### src/rtl/mult_pkg.sv
// Shared definitions for the sequential signed-multiplier control path and
// its datapath: default widths, FSM state encoding and product-mux selects.
package mult_pkg;

  localparam int OP_W_DEF     = 8;
  localparam int PROD_W_DEF   = 14;
  localparam int ITER_MAX_DEF = OP_W_DEF;

  // Product register input mux: clear to zero, or take the adder sum.
  localparam logic PSEL_ZERO = 1'b0;
  localparam logic PSEL_SUM  = 1'b1;

  typedef enum logic [2:0] {
    ST_IDLE,
    ST_LOAD,
    ST_ACC,
    ST_SHIFT,
    ST_CAPTURE
  } state_e;

endpackage

### src/rtl/mult_arbiter_if.sv
// Control/status bundle between the multiplier controller and the shared
// shift-add datapath.
//   master (controller): drives latched operands and load/reg_en/psel/shift_en,
//                        observes zflag, lsb_multiplier, product, sign.
//   slave  (datapath)  : the mirror image.
interface mult_arbiter_if import mult_pkg::*; #(
  parameter int OP_W   = OP_W_DEF,
  parameter int PROD_W = PROD_W_DEF
);
  logic [OP_W-1:0]   dp_multiplier;
  logic [OP_W-1:0]   dp_multiplicand;
  logic              load;
  logic              reg_en;
  logic              psel;
  logic              shift_en;
  logic              zflag;
  logic              lsb_multiplier;
  logic [PROD_W-1:0] product;
  logic              sign;

  modport master (
    output dp_multiplier, dp_multiplicand, load, reg_en, psel, shift_en,
    input  zflag, lsb_multiplier, product, sign
  );

  modport slave (
    input  dp_multiplier, dp_multiplicand, load, reg_en, psel, shift_en,
    output zflag, lsb_multiplier, product, sign
  );
endinterface

### src/rtl/rr_arbiter2.sv
// Two-way round-robin picker.
//   clk, rst   : clock, synchronous active-low reset
//   req[1:0]   : live requests
//   adv        : strobe at end of service; pointer moves away from served_idx
//   served_idx : index of the requester just served
//   pick[1:0]  : one-hot winner (zero when no request), combinational
module rr_arbiter2 (
  input  logic       clk,
  input  logic       rst,
  input  logic [1:0] req,
  input  logic       adv,
  input  logic       served_idx,
  output logic [1:0] pick
);
  // ptr_q = index that wins a tie; reset favours requester 0.
  logic ptr_q;

  always_ff @(posedge clk) begin
    if (!rst)     ptr_q <= 1'b0;
    else if (adv) ptr_q <= ~served_idx;
  end

  always_comb begin
    pick = req;
    if (req == 2'b11) pick = ptr_q ? 2'b10 : 2'b01;
  end
endmodule

### src/rtl/mult_arbiter.sv
// Two-requester round-robin controller for the shared sequential signed
// multiplier. Grants one requester, latches its operands, steps the datapath
// through load / conditional accumulate / shift until zflag or the iteration
// bound, then returns the sign-magnitude product with a one-cycle done pulse.
//   sys_clk, rst            : clock, synchronous active-low reset
//   req0/1, mplr0/1, mcnd0/1: requester level requests and operands
//   gnt0/1, done0/1, busy   : grant (LOAD..CAPTURE), done pulse, not-idle
//   product_out, sign_out   : registered result, held until next CAPTURE
//   dp                      : datapath control/status bundle (master side)
module mult_arbiter import mult_pkg::*; #(
  parameter int OP_W     = OP_W_DEF,
  parameter int PROD_W   = PROD_W_DEF,
  parameter int ITER_MAX = OP_W
) (
  input  logic              sys_clk,
  input  logic              rst,
  input  logic              req0,
  input  logic              req1,
  input  logic [OP_W-1:0]   mplr0,
  input  logic [OP_W-1:0]   mplr1,
  input  logic [OP_W-1:0]   mcnd0,
  input  logic [OP_W-1:0]   mcnd1,
  output logic              gnt0,
  output logic              gnt1,
  output logic              done0,
  output logic              done1,
  output logic              busy,
  output logic [PROD_W-1:0] product_out,
  output logic              sign_out,
  mult_arbiter_if.master    dp
);
  localparam int CNT_W = $clog2(ITER_MAX + 1);

  state_e           state_q, state_d;
  logic [CNT_W-1:0] cnt_q;
  logic [1:0]       gnt_q;
  logic [1:0]       pick;
  logic             acc_done;

  rr_arbiter2 u_rr (
    .clk        (sys_clk),
    .rst        (rst),
    .req        ({req1, req0}),
    .adv        (state_q == ST_CAPTURE),
    .served_idx (gnt_q[1]),
    .pick       (pick)
  );

  // Bound and zflag can coincide (|mplr| = 2^(OP_W-1)); either ends the loop.
  assign acc_done = dp.zflag || (cnt_q == CNT_W'(ITER_MAX));

  // State register
  always_ff @(posedge sys_clk) begin
    if (!rst) state_q <= ST_IDLE;
    else      state_q <= state_d;
  end

  // Next state
  always_comb begin
    state_d = state_q;
    case (state_q)
      ST_IDLE:    if (req0 || req1) state_d = ST_LOAD;
      ST_LOAD:    state_d = ST_ACC;
      ST_ACC:     state_d = acc_done ? ST_CAPTURE : ST_SHIFT;
      ST_SHIFT:   state_d = ST_ACC;
      ST_CAPTURE: state_d = ST_IDLE;
      default:    state_d = ST_IDLE;
    endcase
  end

  // Outputs
  always_comb begin
    dp.load     = 1'b0;
    dp.reg_en   = 1'b0;
    dp.psel     = PSEL_ZERO;
    dp.shift_en = 1'b0;
    done0       = 1'b0;
    done1       = 1'b0;
    case (state_q)
      ST_LOAD: begin
        dp.load   = 1'b1;
        dp.reg_en = 1'b1;
      end
      ST_ACC: if (!acc_done) begin
        dp.reg_en = dp.lsb_multiplier;
        dp.psel   = PSEL_SUM;
      end
      ST_SHIFT:   dp.shift_en = 1'b1;
      ST_CAPTURE: begin
        done0 = gnt_q[0];
        done1 = gnt_q[1];
      end
      default: ;
    endcase
  end

  assign gnt0 = gnt_q[0];
  assign gnt1 = gnt_q[1];
  assign busy = (state_q != ST_IDLE);

  // Grant, operand latch, iteration count and result capture
  always_ff @(posedge sys_clk) begin
    if (!rst) begin
      gnt_q              <= '0;
      cnt_q              <= '0;
      dp.dp_multiplier   <= '0;
      dp.dp_multiplicand <= '0;
      product_out        <= '0;
      sign_out           <= 1'b0;
    end else begin
      case (state_q)
        ST_IDLE: if (req0 || req1) begin
          // Operands are taken only here; requesters may change them later.
          gnt_q              <= pick;
          dp.dp_multiplier   <= pick[1] ? mplr1 : mplr0;
          dp.dp_multiplicand <= pick[1] ? mcnd1 : mcnd0;
        end
        ST_LOAD:  cnt_q <= '0;
        ST_ACC: if (acc_done) begin
          product_out <= dp.product;
          sign_out    <= dp.sign;
        end
        ST_SHIFT:   cnt_q <= cnt_q + CNT_W'(1);
        ST_CAPTURE: gnt_q <= '0;
        default: ;
      endcase
    end
  end
endmodule

### src/flat_wrapper.sv
// flat-port wrapper written by rule: the top's interface ports become plain ports
module mult_arbiter_flat import mult_pkg::*;
#(
  parameter int OP_W     = OP_W_DEF,
  parameter int PROD_W   = PROD_W_DEF,
  parameter int ITER_MAX = OP_W
)
  (sys_clk, rst, req0, req1, mplr0, mplr1, mcnd0, mcnd1, gnt0, gnt1, done0, done1, busy, product_out, sign_out, dp_dp_multiplier, dp_dp_multiplicand, dp_load, dp_reg_en, dp_psel, dp_shift_en, dp_zflag, dp_lsb_multiplier, dp_product, dp_sign);
  mult_arbiter_if #(.OP_W(OP_W), .PROD_W(PROD_W)) dp_i ();
  input  logic sys_clk;
  input  logic rst;
  input  logic req0;
  input  logic req1;
  input  logic [OP_W-1:0] mplr0;
  input  logic [OP_W-1:0] mplr1;
  input  logic [OP_W-1:0] mcnd0;
  input  logic [OP_W-1:0] mcnd1;
  output logic gnt0;
  output logic gnt1;
  output logic done0;
  output logic done1;
  output logic busy;
  output logic [PROD_W-1:0] product_out;
  output logic sign_out;
  output wire logic [$bits(dp_i.dp_multiplier)-1:0] dp_dp_multiplier;
  output wire logic [$bits(dp_i.dp_multiplicand)-1:0] dp_dp_multiplicand;
  output wire logic [$bits(dp_i.load)-1:0] dp_load;
  output wire logic [$bits(dp_i.reg_en)-1:0] dp_reg_en;
  output wire logic [$bits(dp_i.psel)-1:0] dp_psel;
  output wire logic [$bits(dp_i.shift_en)-1:0] dp_shift_en;
  input wire logic [$bits(dp_i.zflag)-1:0] dp_zflag;
  input wire logic [$bits(dp_i.lsb_multiplier)-1:0] dp_lsb_multiplier;
  input wire logic [$bits(dp_i.product)-1:0] dp_product;
  input wire logic [$bits(dp_i.sign)-1:0] dp_sign;
  assign dp_dp_multiplier = dp_i.dp_multiplier;
  assign dp_dp_multiplicand = dp_i.dp_multiplicand;
  assign dp_load = dp_i.load;
  assign dp_reg_en = dp_i.reg_en;
  assign dp_psel = dp_i.psel;
  assign dp_shift_en = dp_i.shift_en;
  assign dp_i.zflag = dp_zflag;
  assign dp_i.lsb_multiplier = dp_lsb_multiplier;
  assign dp_i.product = dp_product;
  assign dp_i.sign = dp_sign;
  mult_arbiter #(.OP_W(OP_W), .PROD_W(PROD_W), .ITER_MAX(ITER_MAX)) u_core (.sys_clk(sys_clk), .rst(rst), .req0(req0), .req1(req1), .mplr0(mplr0), .mplr1(mplr1), .mcnd0(mcnd0), .mcnd1(mcnd1), .gnt0(gnt0), .gnt1(gnt1), .done0(done0), .done1(done1), .busy(busy), .product_out(product_out), .sign_out(sign_out), .dp(dp_i));
endmodule
### config.mk
export PLATFORM = sky130hd
export DESIGN_NAME = mult_arbiter_flat
export DESIGN_NICKNAME = d
export VERILOG_FILES = /design/src/rtl/mult_pkg.sv /design/src/rtl/mult_arbiter_if.sv /design/src/rtl/rr_arbiter2.sv /design/src/rtl/mult_arbiter.sv /design/src/flat_wrapper.sv
export SDC_FILE = /design/constraint.sdc
export NUM_CORES = 1
export LEC_CHECK = 0
export ABC_AREA = 1
export CELL_PAD_IN_SITES_DETAIL_PLACEMENT = 0
export CELL_PAD_IN_SITES_GLOBAL_PLACEMENT = 1
export CORE_MARGIN = 2
export CORE_UTILIZATION = 30
export DETAILED_ROUTE_END_ITERATION = 10
export PLACE_DENSITY = 0.88
export SLEW_MARGIN = 20
export SYNTH_ARGS = -nofsm -noshare
export SYNTH_HDL_FRONTEND = slang
export SYNTH_SLANG_ARGS = --single-unit
### constraint.sdc
create_clock -name sys_clk -period 3.4 [get_ports sys_clk]
set_input_delay 0.68 -clock sys_clk [delete_from_list [all_inputs] [get_ports sys_clk]]
set_output_delay 0.68 -clock sys_clk [all_outputs]
set_load 0.03 [all_outputs]
==> flow_summary.yaml, run 1 <==
outcome:
  outcome: "complete, no violations"
floorplan:
  die-area_mm2: 0.00771
  io_pins: 93
  core-area_mm2: 0.00679
  die_h_um: 87.8
  die_w_um: 87.8
  fp-row-count: 30
  initial_core_util_pct: 31.0
timing:
  slew_violations: 0
  relSlewSlack_pct: 62.1
  fin_crit_sh_pct: 76.5
  fin_tns_setup_ns: 0
  post-route-min-period_ns: 2.60
  rsz0062_at_grt: "no"
  worst_pin_slew_ns: 0.566
  fin_skew_ns: 0.00214
  whs_ns: 0.481
  hold_viol_final: 0
  setup_viol: 0
  max_freq_mhz: 384
placed_design:
  io_buffers: 92
  gp_congestion: 0.791
  dp_hpwl_um: 3650
  placed_cells: 509
grt:
  grt_pass1_vias: 1817
  grt.total_usage_pct: 13.3
  grt_max_degree: 32
  grt_pass1_wl_um: 8030
  grt-ovfl-total: 0
  antenna_found_initial: 0
power_and_ir_drop:
  p_per_area_mw_per_mm2: 441
  p_switching_mw: 0.465
  p_int_mw: 0.948
  swShare_pct: 32.9
  clockPowerShare_pct: 26.8
  totalPowerFinal_mw: 1.41
  sequentialPowerShare_pct: 39.4
  p_leak_nw: 1.44
  p_comb_share_pct: 33.8
  irDropWorstVdd_v: 0.000165
worst_setup_path:
  critPathLaunch: "u_core.state_q[0]"
  path_class: "flop to primary output"
  cp-start-kind: "flop"
  cp_slowest_cell: "clkdlybuf4s50_1"
  crit_chain: "nor2_4, nand2_1, nor2_1, clkdlybuf4s50_1"
  cp.arrival_ns: 1.92
  crit_fanout: 6
  max_stage_delay_ns: 0.71
  reg2reg_slack_ns: 2.02
  rr_startpoint: "u_core.cnt_q[0]"
  end_kind: "primary output"
  crit_required_ns: 2.72
hold_path:
  hold_class: "flop to flop"
  hold_start: "u_core.sign_out"
logic_synthesis:
  yosysSeqAreaShare_pct: 38.9
  syn_area_mm2: 0.00211
  synth.yosys.warnings: 0
  netlist_instances: 332
  syn_area_per_cell_um2: 6.35
  synth_cell_types: 23
  syn_nets: 387
  synth_seq_cells: 41
final_layout:
  drive_above_1_share_pct: 5.00
  nets: 475
  fin_cells: 516
  antenna_cells: 0
  final_core_util_pct: 47.1
  areaGrowthSynthToFinish_pct: 51.9
clock_tree:
  h-tree-depth: 2
  postCtsSetupBuffers: 0
  cts_tree: "built"
  cts_buffer_depth: 2
  cts.sinks: 41
  cts_resized: 0
  cts_buffers: 5
  cts-root-buf: "clkbuf_8"
  holdBufCountCts: 0
  clk_latency_ns: 0.29
  path_clk_slew_ns: 0.08
detailed_routing:
  drt-pass1-iter-count: 4
  detail-route-antenna-nets: 0
  wire_per_inst_um: 9.99
  drt-total-wl_um: 5160
  vias: 2102
  detail_route.iter0.violations: 39
  drcViolationCount: 0
  drt-vias-per-instance: 4.07
run:
  maxCapViolCount: 0
[synth_stat cells]
library cell / n / area share, %
a21oi_1: 18 / 4.3
a21oi_2: 2 / 0.83
buf_1: 2 / 0.36
buf_2: 3 / 0.71
buf_4: 2 / 0.71
buf_6: 1 / 0.53
clkbuf_1: 7 / 1.2
dfxtp_1: 41 / 39
ha_1: 2 / 1.2
inv_1: 46 / 8.2
inv_2: 1 / 0.18
nand2_1: 95 / 17
nand2_4: 1 / 0.53
nand3_1: 5 / 1.2
nand3_4: 1 / 0.83
nand3b_1: 15 / 5.3
nor2_1: 79 / 14
nor2_4: 1 / 0.53
nor2_8: 1 / 0.95
nor3_1: 3 / 0.71
nor3_2: 1 / 0.47
nor3b_1: 1 / 0.36
o21ai_0: 4 / 0.95
[worst paths after layout]
| path | endpoint | cells after the start |
|---|---|---|
| setup / recovery | done1 | 4 |
| hold / removal | u_core.sign_out | 2 |
| setup reg to reg | u_core.product_out[5] | 8 |
| hold reg to reg | u_core.sign_out | 2 |
[critical path, delay by kind of cell, from the launching register on]
kind	cells	cell delay, ns
buf+inv	1	0.71
flops	1	0.37
simple gates	3	0.55
[registers in the layout, summed over array words and instances, names as in the netlist]
name and cells:
u_core.gnt_q 2, u_core.dp.dp_multiplier 8, u_core.dp.dp_multiplicand 8, u_core.state_q 3
u_core.u_rr.ptr_q 1, u_core.product_out 14, u_core.cnt_q 4, u_core.sign_out 1
[metrics by stage]
step                      setup WS [ns]  cell area [um^2]
after global routing              0.663              3200
after global placement            0.923              3100
final                             0.799              3200
after CTS                         0.776              3200
after detailed placement          0.921              3100
after floorplan                   0.968              2110
[layout make-up]
cell class	count	area [um^2]
flip-flops and latches	41	821
well taps	96	120
fillers	714	3590
inverters	47	176
multi-input cells	229	1040
clock buffers	5	68.8
repair buffers	96	946
clock inverters	2	35.0
[per-layer routing]
layer / wire length (um) / GRT usage, % / up-vias
li1: - / - / 1168
met1: 2440 / 16.5 / 871
met2: 2320 / 21.7 / 59
met3: 358 / 4.71 / 4
met4: 40 / 4.06 / 0
met5: 0 / 0 / -
[placed cells by master, fill, tap and decap left out, drive strengths merged]
cell type / instances
nand2: 96
a21oi: 20
clkdlybuf4s50: 90
ha: 2
dfxtp: 41
nand3b: 15
o21ai: 4
clkinv: 1
bufinv: 1
buf: 6
nor2: 81
nor3: 4
nand3: 6
inv: 47
nor3b: 1
clkbuf: 5
[kinds of logic after synthesis]
| family | count (synthesis) | share of synthesized area (%) |
|---|---|---|
| compound gates | 24 | 6.05 |
| fa+ha+maj | 2 | 1.19 |
| buf+inv | 62 | 11.9 |
| flops | 41 | 38.9 |
| simple gates | 203 | 41.9 |
[power by group through the flow]
stage / clock network, mW / registers [mW] / logic, mW
floorplan: 0 / 0.648 / 0.214
global placement: 0 / 0.567 / 0.482
detailed placement: 0 / 0.567 / 0.483
CTS: 0.402 / 0.556 / 0.486
global route: 0.419 / 0.562 / 0.526
finish: 0.379 / 0.556 / 0.478
Power figures use the tool's default switching activity.
==> run 2, diff against run 1 <==
Settings changed: CORE_UTILIZATION 30 to 28, PLACE_DENSITY 0.88 to 0.83.
Clock period 3.4 ns to 2.47 ns, I/O delays scaled along.
==> run 2 against run 1 <==
Die area is 6.8% higher; sequential share of layout area is 0.37 points lower; critical path depth stayed put; critical path type unchanged; register-to-register slack worse by 0.97 ns; combinational power is 40% higher.
==> flow_summary.yaml, run 2 (synthesis gave the netlist of run 1 again) <==
final_layout:
  biggestRegsByFlops: "u_core.product_out (14), u_core.dp.dp_multiplicand (8), u_core.dp.dp_multiplier (8)"
  areaGrowthSynthToFinish_pct: 54.1
  top_register: "u_core.product_out"
  nets: 475
  fill_cells: 800
  fin_area_mm2: 0.00325
  drive_above_1_share_pct: 5.23
  antenna_cells: 0
  final_core_util_pct: 44.8
  mostFrequentLayoutCells: "nand2_1, clkdlybuf4s50_1, nor2_1"
  largest_register_ffs: 14
  final_common_cell: "nand2_1"
clock_tree:
  clk_latency_ns: 0.29
  postCtsSetupBuffers: 0
  cts_buffer_depth: 2
  cts_buffers: 5
  cts.sinks: 41
  cts-root-buf: "clkbuf_8"
  h-tree-depth: 2
  path_clk_slew_ns: 0.08
  cts_tree: "built"
grt:
  grt_max_degree: 32
  grt_pass1_vias: 2079
  grt.total_usage_pct: 13.7
  grt-ovfl-total: 0
  grt_pass1_wl_um: 9310
  antenna_found_initial: 0
timing:
  max_freq_mhz: 433
  hold_viol_final: 0
  setup_viol: 0
  fin_tns_setup_ns: 0
  slew_violations: 0
  post-route-min-period_ns: 2.31
  setup_slack_ns: 0.159
  worst_pin_slew_ns: 0.475
  rsz0062_at_grt: "no"
  fin_crit_sh_pct: 93.6
  fin_skew_ns: 0.00764
  relSlewSlack_pct: 68.2
outcome:
  outcome: "complete, no violations"
worst_setup_path:
  r2r_end: "u_core.product_out[4]"
  crit_required_ns: 1.98
  crit_fanout: 9
  end_kind: "primary output"
  reg2reg_slack_ns: 1.05
  rr_startpoint: "u_core.cnt_q[0]"
  max_stage_delay_ns: 0.67
  crit_family: "buffers and inverters"
  crit_chain: "inv_2, nand2_1, nor2_1, clkdlybuf4s50_1"
  cp_slowest_cell: "clkdlybuf4s50_1"
  cp.arrival_ns: 1.82
  ff2ff_path_depth: 8
  worst-path-buf-inv: 2
  cp-start-kind: "flop"
  path_class: "flop to primary output"
detailed_routing:
  wire_per_inst_um: 10.7
  drt-vias-per-instance: 4.18
  met2_length_um: 2580
  wl_met1_um: 2620
  drcViolationCount: 0
  drt-total-wl_um: 5570
  detail-route-antenna-nets: 0
  detail_route.iter0.violations: 65
  wl_met3_um: 340
  dr.max_layer_used: "met4"
  vias: 2176
  drt-pass1-iter-count: 5
power_and_ir_drop:
  irDropWorstVdd_v: 0.000327
  p_per_area_mw_per_mm2: 616
  totalPowerFinal_mw: 2.00
  p_leak_nw: 1.50
placed_design:
  dp_hpwl_um: 3980
  io_buffers: 92
  place_area_mm2: 0.00312
  gp_congestion: 0.751
  preCtsSetupSlack_ns: 0.363
floorplan:
  die_w_um: 90.8
  die-area_mm2: 0.00824
  die_h_um: 90.8
  fp-row-count: 31
  initial_core_util_pct: 29.1
  io_pins: 93
  core-area_mm2: 0.00725
hold_path:
  whs_endpoint: "u_core.product_out[12]"
  hold_start: "u_core.product_out[12]"
  min_path_cells: 2
  hold_class: "flop to flop"
run:
  maxCapViolCount: 0
-- run 2: power breakdown --
part / internal (mW) / switching [mW]
logic: 0.288 / 0.380
registers: 0.726 / 0.0414
clock network: 0.329 / 0.238
-- run 2: what timing repair did --
item	in CTS	in global routing
endpoints found under the setup margin	0	3
gates resized for setup	0	3
hold endpoints to repair	0	0
hold buffers	0	0
-- run 2: final cells by class --
type	instances	area (um^2)	share of cell area, %
inverter	47	176	5.43
clock inverter	2	37.5	1.16
multi-input combinational	229	1040	32.1
sequential	41	821	25.3
clock buffer	6	82.6	2.54
tap	99	124	3.81
timing repair buffer	96	966	29.7
-- run 2: through the flow --
step,instances,hold WS (ns)
finish,520,0.483
global route,520,0.513
CTS,520,0.490
detailed placement,512,0.470
global placement,512,0.462
floorplan,332,0.470
-- run 2: worst reg2reg max path, cell delays in order (launching register included) --
cell,delay [ns]
dfxtp_1,0.34
inv_1,0.09
ha_1,0.15
nand3_1,0.08
nand2_1,0.09
buf_4,0.30
nand3b_1,0.14
nand2_1,0.08
nor2_1,0.04
-- run 2: layer usage --
metal	vias up	track usage (%)
met3	2	3.51
met2	66	23.4
met4	0	3.41
met1	937	17.4
li1	1171	-
met5	-	0
-- run 2: how the worst max path moves through the flow --
stage | depth (start not counted) | startpoint | endpoint | slack (ns)
2_1_floorplan | 7 | u_core.cnt_q[0] | dp_reg_en | 0.29
5_1_grt | 4 | u_core.state_q[2] | dp_load | 0.04
6_report | 4 | u_core.state_q[2] | dp_load | 0.16
3_5_place_dp | 4 | u_core.state_q[2] | dp_shift_en | 0.36
3_3_place_gp | 7 | dp_zflag | dp_reg_en | 0.38
4_1_cts | 4 | u_core.state_q[2] | dp_shift_en | 0.03
==> run 3, diff against run 2 <==
Settings changed: SETUP_SLACK_MARGIN set to 0.4.
==> run 3 against run 2 <==
Via count fell by 0.37%; cell count rose by 0.38%; utilization rose by 0.12 points; sequential cell count did not move; sequential power barely moved; die area did not move; largest power group unchanged; largest cell class unchanged; fmax rose by 16%.
==> flow_summary.yaml, run 3 (synthesis gave the netlist of run 1 again) <==
floorplan:
  io_pins: 93
  die-area_mm2: 0.00824
  die_h_um: 90.8
  core-area_mm2: 0.00725
  initial_core_util_pct: 29.1
  die_w_um: 90.8
  fp-row-count: 31
hold_path:
  hold_class: "flop to flop"
  whs_endpoint: "u_core.product_out[10]"
  hold_start: "u_core.product_out[10]"
  min_path_cells: 2
detailed_routing:
  detail_route.iter0.violations: 37
  drt-pass1-iter-count: 4
  wire_per_inst_um: 10.1
  vias: 2168
  drt-total-wl_um: 5290
  drcViolationCount: 0
  detail-route-antenna-nets: 0
  drt-vias-per-instance: 4.15
timing:
  setup_viol: 0
  slew_violations: 0
  whs_ns: 0.485
  max_freq_mhz: 504
  post-route-min-period_ns: 1.99
  hold_viol_final: 0
  fin_crit_sh_pct: 80.4
  worst_pin_slew_ns: 0.539
  relSlewSlack_pct: 64.0
  rsz0062_at_grt: "yes"
  fin_tns_setup_ns: 0
  fin_skew_ns: 0.00877
grt:
  grt_max_degree: 32
  antenna_found_initial: 0
  grt_pass1_wl_um: 8850
  grt_pass1_vias: 1930
  grt.total_usage_pct: 13.0
  grt-ovfl-total: 0
power_and_ir_drop:
  p_comb_share_pct: 34.2
  irDropWorstVdd_v: 0.000246
  p_per_area_mw_per_mm2: 601
  p_int_mw: 1.31
  swShare_pct: 33.1
  p_leak_nw: 1.47
  p_switching_mw: 0.649
  clockPowerShare_pct: 26.6
  sequentialPowerShare_pct: 39.2
worst_setup_path:
  reg2reg_slack_ns: 1.06
  ff2ff_path_depth: 8
  cp-start-kind: "flop"
  path_class: "flop to primary output"
  crit_fanout: 3
  cp.arrival_ns: 1.49
  r2r_end: "u_core.product_out[8]"
  end_kind: "primary output"
  rr_startpoint: "u_core.cnt_q[0]"
  crit_required_ns: 1.98
clock_tree:
  cts.sinks: 41
  cts_tree: "built"
  clk_latency_ns: 0.29
  cts-root-buf: "clkbuf_8"
  path_clk_slew_ns: 0.08
  h-tree-depth: 2
  cts_buffers: 5
  cts_buffer_depth: 2
final_layout:
  final_common_cell: "nand2_1"
  largest_register_ffs: 14
  biggestRegsByFlops: "u_core.product_out (14), u_core.dp.dp_multiplicand (8), u_core.dp.dp_multiplier (8)"
  areaGrowthSynthToFinish_pct: 54.5
  drive_above_1_share_pct: 8.27
  nets: 478
  mostFrequentLayoutCells: "nand2_1, clkdlybuf4s50_1, nor2_1"
  antenna_cells: 0
  fin_cells: 522
  fill_cells: 783
  top_register: "u_core.product_out"
run:
  maxCapViolCount: 0
placed_design:
  placed_cells: 513
  dp_hpwl_um: 3830
  io_buffers: 92
  gp_congestion: 0.730
outcome:
  outcome: "complete, no violations"
-- run 3: cell count changes in the layout (fill, tap and decap cells not counted), moves of 2 or more --
| cell | change |
|---|---|
| buf_4 | +3 |
| dfxtp_1 | -3 |
| dfxtp_2 | +3 |
| dlymetal6s2s_1 | -3 |
| clkbuf_2 | +2 |
| clkdlybuf4s15_2 | +2 |
| clkdlybuf4s50_1 | -2 |
| nand2_1 | -2 |
| nand2_2 | +2 |
| nor2_1 | -2 |
-- run 3: cell type report --
class / count / area (um^2) / share of cell area [%]
flip-flops and latches: 41 / 825 / 25.3
well taps: 99 / 124 / 3.80
clock inverters: 2 / 35.0 / 1.08
inverters: 47 / 176 / 5.41
clock buffers: 5 / 68.8 / 2.11
repair buffers: 99 / 972 / 29.8
multi-input cells: 229 / 1060 / 32.5
-- run 3: worst max-delay path: stages, from the launching register on --
cell,delay [ns]
dfxtp_2,0.35
inv_1,0.07
ha_1,0.19
nand3_1,0.09
nand2_2,0.08
nor2_4,0.09
nand2_1,0.05
o21ai_0,0.08
buf_4,0.20
-- run 3: how the worst max path moves through the flow --
stage / start / to / slack, ns / cells after the start
floorplan: u_core.cnt_q[0] / dp_reg_en / 0.47 / 7
global placement: u_core.state_q[2] / dp_shift_en / 0.40 / 4
detailed placement: u_core.state_q[0] / done1 / 0.34 / 4
CTS: u_core.state_q[0] / done1 / 0.30 / 4
global route: u_core.cnt_q[0] / dp_reg_en / 0.38 / 8
finish: u_core.cnt_q[0] / dp_reg_en / 0.48 / 8
-- run 3: power by group through the flow --
stage / registers, mW / clock network (mW) / logic, mW
after detailed placement: 0.783 / 0 / 0.674
after global placement: 0.780 / 0 / 0.672
after floorplan: 0.892 / 0 / 0.296
final: 0.768 / 0.522 / 0.670
after global routing: 0.778 / 0.571 / 0.738
after CTS: 0.768 / 0.540 / 0.675
-- run 3: routing by layer --
layer	part of all wire [%]	vias to the layer above	global-route usage, %
met5	0	-	0
met4	1.0	0	3.41
met3	8.0	5	4.34
met2	46	64	21.6
met1	45	926	16.2
li1	-	1173	-
-- run 3: metrics by stage --
stage | util, % | area (um^2) | setup WS, ns | power, mW
3_3_place_gp | 43.2 | 3130 | 0.404 | 1.45
3_5_place_dp | 43.2 | 3130 | 0.345 | 1.46
4_1_cts | 44.8 | 3250 | 0.297 | 1.98
5_1_grt | 44.9 | 3260 | 0.380 | 2.09
6_report | 44.9 | 3260 | 0.485 | 1.96
2_1_floorplan | - | 2110 | 0.471 | 1.19
-- run 3: repair_timing --
action                     CTS  global route
hold buffers                 0             0
gates resized for setup     13             7
setup buffers                1             1
setup endpoints to repair    6             6
pin swaps                    1             2
